### config.mk
export PLATFORM = sky130hd
export DESIGN_NAME = alu_pkt_builder
export DESIGN_NICKNAME = d
export VERILOG_FILES = /design/src/rtl/alu_pkt_builder.sv
export SDC_FILE = /design/constraint.sdc
export NUM_CORES = 1
export LEC_CHECK = 0
export CORE_MARGIN = 3
export CORE_UTILIZATION = 40
export CTS_BUF_LIST = sky130_fd_sc_hd__clkbuf_4
export DETAILED_ROUTE_END_ITERATION = 16
export PLACE_DENSITY = 0.78
export REMOVE_ABC_BUFFERS = 1
export SYNTH_ARGS = -nofsm -noshare
export SYNTH_HDL_FRONTEND = slang
export SYNTH_SLANG_ARGS = --single-unit
### constraint.sdc
create_clock -name clk -period 1.6 [get_ports clk]
set_input_delay 0.32 -clock clk [delete_from_list [all_inputs] [get_ports clk]]
set_output_delay 0.32 -clock clk [all_outputs]
set_load 0.1 [all_outputs]
### src/rtl/alu_pkt_builder.sv
// Builds Avalon-ST packets from a command (header beat) followed by cmd_len
// operand pairs (body beats), all emitted through one registered output stage.
module alu_pkt_builder #(
  parameter int LEN_W = 8
) (
  input  logic             clk,
  input  logic             rst,
  input  logic             cmd_valid,
  input  logic [1:0]       cmd_opcode,
  input  logic [LEN_W-1:0] cmd_len,
  output logic             cmd_ready,
  input  logic             opnd_valid,
  input  logic [15:0]      opnd_a,
  input  logic [15:0]      opnd_b,
  output logic             opnd_ready,
  input  logic             src_ready,
  output logic             src_valid,
  output logic             src_sop,
  output logic             src_eop,
  output logic [31:0]      src_data,
  output logic             pkt_done,
  output logic [15:0]      pkt_cnt
);

  typedef enum logic {IDLE, BODY} state_e;

  state_e           state_q, state_d;
  logic [LEN_W-1:0] rem_q, rem_d;
  logic             src_valid_q, src_valid_d;
  logic             src_sop_q, src_sop_d;
  logic             src_eop_q, src_eop_d;
  logic [31:0]      src_data_q, src_data_d;
  logic             pkt_done_q, pkt_done_d;
  logic [15:0]      pkt_cnt_q, pkt_cnt_d;

  logic slot_free;
  logic cmd_fire;
  logic opnd_fire;
  logic src_xfer;

  // The output register may be reloaded whenever it is empty or draining this cycle.
  assign slot_free  = !src_valid_q || src_ready;
  assign cmd_ready  = !rst && (state_q == IDLE) && slot_free;
  assign opnd_ready = !rst && (state_q == BODY) && slot_free;
  assign cmd_fire   = cmd_valid && cmd_ready;
  assign opnd_fire  = opnd_valid && opnd_ready;
  assign src_xfer   = src_valid_q && src_ready;

  // NOTE: every _d gets a default first so no path leaves it unassigned (no latch).
  always_comb begin
    state_d     = state_q;
    rem_d       = rem_q;
    src_valid_d = src_valid_q && !src_xfer;
    src_sop_d   = src_sop_q;
    src_eop_d   = src_eop_q;
    src_data_d  = src_data_q;
    pkt_done_d  = src_xfer && src_eop_q;
    pkt_cnt_d   = pkt_cnt_q;

    if (pkt_done_d) begin
      pkt_cnt_d = pkt_cnt_q + 16'd1;
    end

    if (cmd_fire) begin
      src_valid_d = 1'b1;
      src_sop_d   = 1'b1;
      src_eop_d   = (cmd_len == '0);
      src_data_d  = {30'b0, cmd_opcode};
      rem_d       = cmd_len;
      state_d     = (cmd_len == '0) ? IDLE : BODY;
    end else if (opnd_fire) begin
      src_valid_d = 1'b1;
      src_sop_d   = 1'b0;
      src_eop_d   = (rem_q == LEN_W'(1));
      src_data_d  = {opnd_a, opnd_b};
      rem_d       = rem_q - LEN_W'(1);
      if (rem_q == LEN_W'(1)) begin
        state_d = IDLE;
      end
    end
  end

  // NOTE: sequential state uses non-blocking assignments only; reset clears the
  // datapath too so an aborted beat can never leak out after reset.
  always_ff @(posedge clk) begin
    if (rst) begin
      state_q     <= IDLE;
      rem_q       <= '0;
      src_valid_q <= 1'b0;
      src_sop_q   <= 1'b0;
      src_eop_q   <= 1'b0;
      src_data_q  <= '0;
      pkt_done_q  <= 1'b0;
      pkt_cnt_q   <= '0;
    end else begin
      state_q     <= state_d;
      rem_q       <= rem_d;
      src_valid_q <= src_valid_d;
      src_sop_q   <= src_sop_d;
      src_eop_q   <= src_eop_d;
      src_data_q  <= src_data_d;
      pkt_done_q  <= pkt_done_d;
      pkt_cnt_q   <= pkt_cnt_d;
    end
  end

  assign src_valid = src_valid_q;
  assign src_sop   = src_sop_q;
  assign src_eop   = src_eop_q;
  assign src_data  = src_data_q;
  assign pkt_done  = pkt_done_q;
  assign pkt_cnt   = pkt_cnt_q;

endmodule

==> results_dict.tcl <==
set metrics [dict create \
    outcome "complete, but fails checks" \
    violations "negative setup slack" \
    synth_seq_area_share_pct 48.4 \
    clockBufferDepth 2 \
    setup_slack_ns -0.0793 \
    die_width_um 85.4 \
    syn_area_per_cell_um2 8.14 \
    max_freq_mhz 595 \
    reg2reg_from "pkt_cnt[0]" \
    arrival_ns 2.01 \
    synth_top_area_share_pct 48.4 \
    cts_buffers 9 \
    wl_per_cell_um 15.9 \
    ant_nets 0 \
    grt_max_degree 31 \
    p_per_area_nw_per_um2 745 \
    crit_type "flip-flop to flip-flop" \
    clock-sinks 61 \
    synth_cell_types 37 \
    drv_slew 0 \
    grt-ovfl-total 0 \
    synth_edf_count 0 \
    period_share_pct 105 \
    ir_drop_v 0.000526 \
    final_layout_size_suffix_gt1_share_pct 31.4 \
    setup_viol 6 \
    hold_viol_final 0 \
    core_area_um2 6030 \
    synth_seq_cells 61 \
    synth_most_common_cell "nand2_1" \
    htree_levels 3 \
    synthesis.area_um2 2520 \
    yosysWarnings 0 \
    skew_ns 0.0183 \
    grt_pass1_wl_um 12400 \
    hold_class "input pin to flip-flop" \
    rows 28 \
    crit_buf_inv 0 \
    path_cells "ha_4 -> nand2_4 -> or4_4 -> or3_1 -> a21oi_2" \
    hpwl_um 5730 \
    rsz0062_at_grt "true" \
    drc_errors 0 \
    ys.flop_type "dfxtp_1" \
    p_leak_nw 1.81 \
    synthTopCellsByCount "nand2_1, dfxtp_1, a21oi_1" \
    initial_core_util_pct 41.9 \
    first_pass_iters 4 \
    antenna_found_initial 0 \
    nets 500 \
    drt-total-wl_um 8420 \
    worst_pin_slew_ns 0.432 \
    clk_pin_slew_ns 0.11 \
    cp_top_family "simple AND/OR/NAND/NOR gates" \
    multi_input_comb_area_um2 1290 \
    maxSlewHeadroom_pct 71.0 \
    crit_required_ns 1.93 \
    ff_latch_area_um2 1230 \
    die_area_um2 7290 \
    finalCriticalPeriod_ns 1.68 \
    cp_max_fo 7 \
    drt_iter0_markers 168 \
    worstSetupStartpointType "flip-flop" \
    pre_cts_slack_ns -0.620 \
    cts_hold_repair.buffers 0 \
    cpPeakStageDelay_ns 0.53 \
    synthTopCellsByArea "dfxtp_1, nand2_1, a21oi_1" \
    stdcell_area_um2 4760 \
    placed_cell_area_um2 4430 \
    cap_violations 0 \
    min_from "opnd_b[7]" \
    synthCells 310 \
    clk_latency_ns 0.41 \
    root_buffer "clkbuf_4" \
    diodes 0 \
    ioPinCount 101 \
    grt_pass1_vias 2692 \
    layout-area-overhead-vs-synth_pct 88.9 \
    synthArstFlopShare_pct 0 \
    vias_per_cell 5.28 \
    cpMaxStageDelayCell "or4_4" \
    crit_path_start "pkt_cnt[0]" \
    num_vias 2796 \
    tritoncts "yes" \
    io_buffers 100 \
    track_usage_pct 21.6 \
    worstSetupEndpointType "flip-flop" \
    fill_cells 353 \
    place.gp.congestion 0.846 \
    die_h_um 85.4 \
    yosys.area.top_type "dfxtp_1" \
]
## path summary, 6_finish.rpt
check,depth (start not counted),endpoint,slack [ns]
setup / recovery,5,pkt_cnt[14],-0.08
hold reg to reg,2,src_data[30],0.49
hold / removal,3,src_data[7],0.46
setup reg to reg,5,pkt_cnt[14],-0.08
## report_power, final
| group | total [W] | internal, W | leakage [nW] | switching (W) |
|---|---|---|---|---|
| combinational | 0.000857 | 0.000389 | 1.24 | 0.000468 |
| clock | 0.00106 | 0.000502 | 0.0743 | 0.000560 |
| sequential | 0.00163 | 0.00157 | 0.496 | 0.0000579 |
## registers in the layout (all words and copies together), names as in the netlist
| name | cells |
|---|---|
| src_data | 32 |
| pkt_cnt | 16 |
| rem_q | 8 |
| pkt_done | 1 |
| src_eop | 1 |
| src_sop | 1 |
| src_valid | 1 |
| state_q | 1 |
## metrics by stage
step	std cells	utilization [%]	TNS (ns)	total power [W]	hold WS [ns]
floorplan	290	-	-90.28	0.00205	0.389
finish	530	79.1	-0.333	0.00355	0.458
detailed placement	506	73.5	-27.26	0.00246	0.485
global placement	506	73.5	-22.95	0.00244	0.479
global route	530	79.1	-0.752	0.00369	0.430
CTS	527	77.2	-0.256	0.00352	0.433
## worst reg2reg max path: cells and delay by family (launching register included)
family,cells,cell delay [ns]
AOI/OAI and AO/OA,1,0.15
adders and majority gates,1,0.15
DFF,1,0.37
and+or+nand+nor,3,0.94
## kinds of logic after synthesis
logic type,share of synthesized area [%]
compound gates,14.6
xor+xnor,3.12
fa+ha+maj,1.49
buf+inv,3.87
flops,48.4
mux,1.74
simple gates,26.7
## routing by layer
| layer | vias to the layer above | wire [um] | track usage (%) |
|---|---|---|---|
| li1 | 1344 | - | - |
| met1 | 1312 | 3370 | 23.8 |
| met2 | 124 | 4220 | 38.3 |
| met3 | 16 | 672 | 7.86 |
| met4 | 0 | 166 | 7.34 |
| met5 | - | 0 | 0 |
## cell type report
| cell class | count | share of cell area (%) |
|---|---|---|
| clock buffers | 11 | 1.73 |
| repair buffers | 149 | 42.0 |
| multi-input cells | 224 | 27.1 |
| inverters | 5 | 0.394 |
| well taps | 75 | 1.97 |
| flip-flops and latches | 61 | 25.7 |
| clock inverters | 5 | 1.08 |
## cells in the final DEF (no fill, tap or decap), types with 2 or more instances in the layout
cell type,instances
dfxtp_1,57
nand4_1,4
clkbuf_4,11
buf_6,2
nor3_2,2
xor2_1,4
nor4_1,4
a222oi_1,3
ha_1,2
and3_1,2
nand3_1,5
dfxtp_2,4
xnor2_1,5
inv_1,5
nor4_2,2
nand3_2,2
nor2b_1,4
or3_4,2
buf_12,58
o21ai_0,7
mux2_2,3
nand2b_1,6
buf_4,41
nor2_1,19
clkbuf_16,2
nand2_1,71
nor3_1,6
or3_1,6
dlygate4sd2_1,2
a22oi_1,4
clkdlybuf4s50_1,44
clkinv_2,2
a21oi_1,42
## repair_timing
item | CTS | global route
setup endpoints to repair | 52 | 46
resized for setup | 17 | 9
hold endpoints to repair | 0 | 0
buffers inserted | 5 | 1
gates cloned | 0 | 2
pin swaps | 1 | 4
Note: power is estimated with default switching activity, not from simulation.
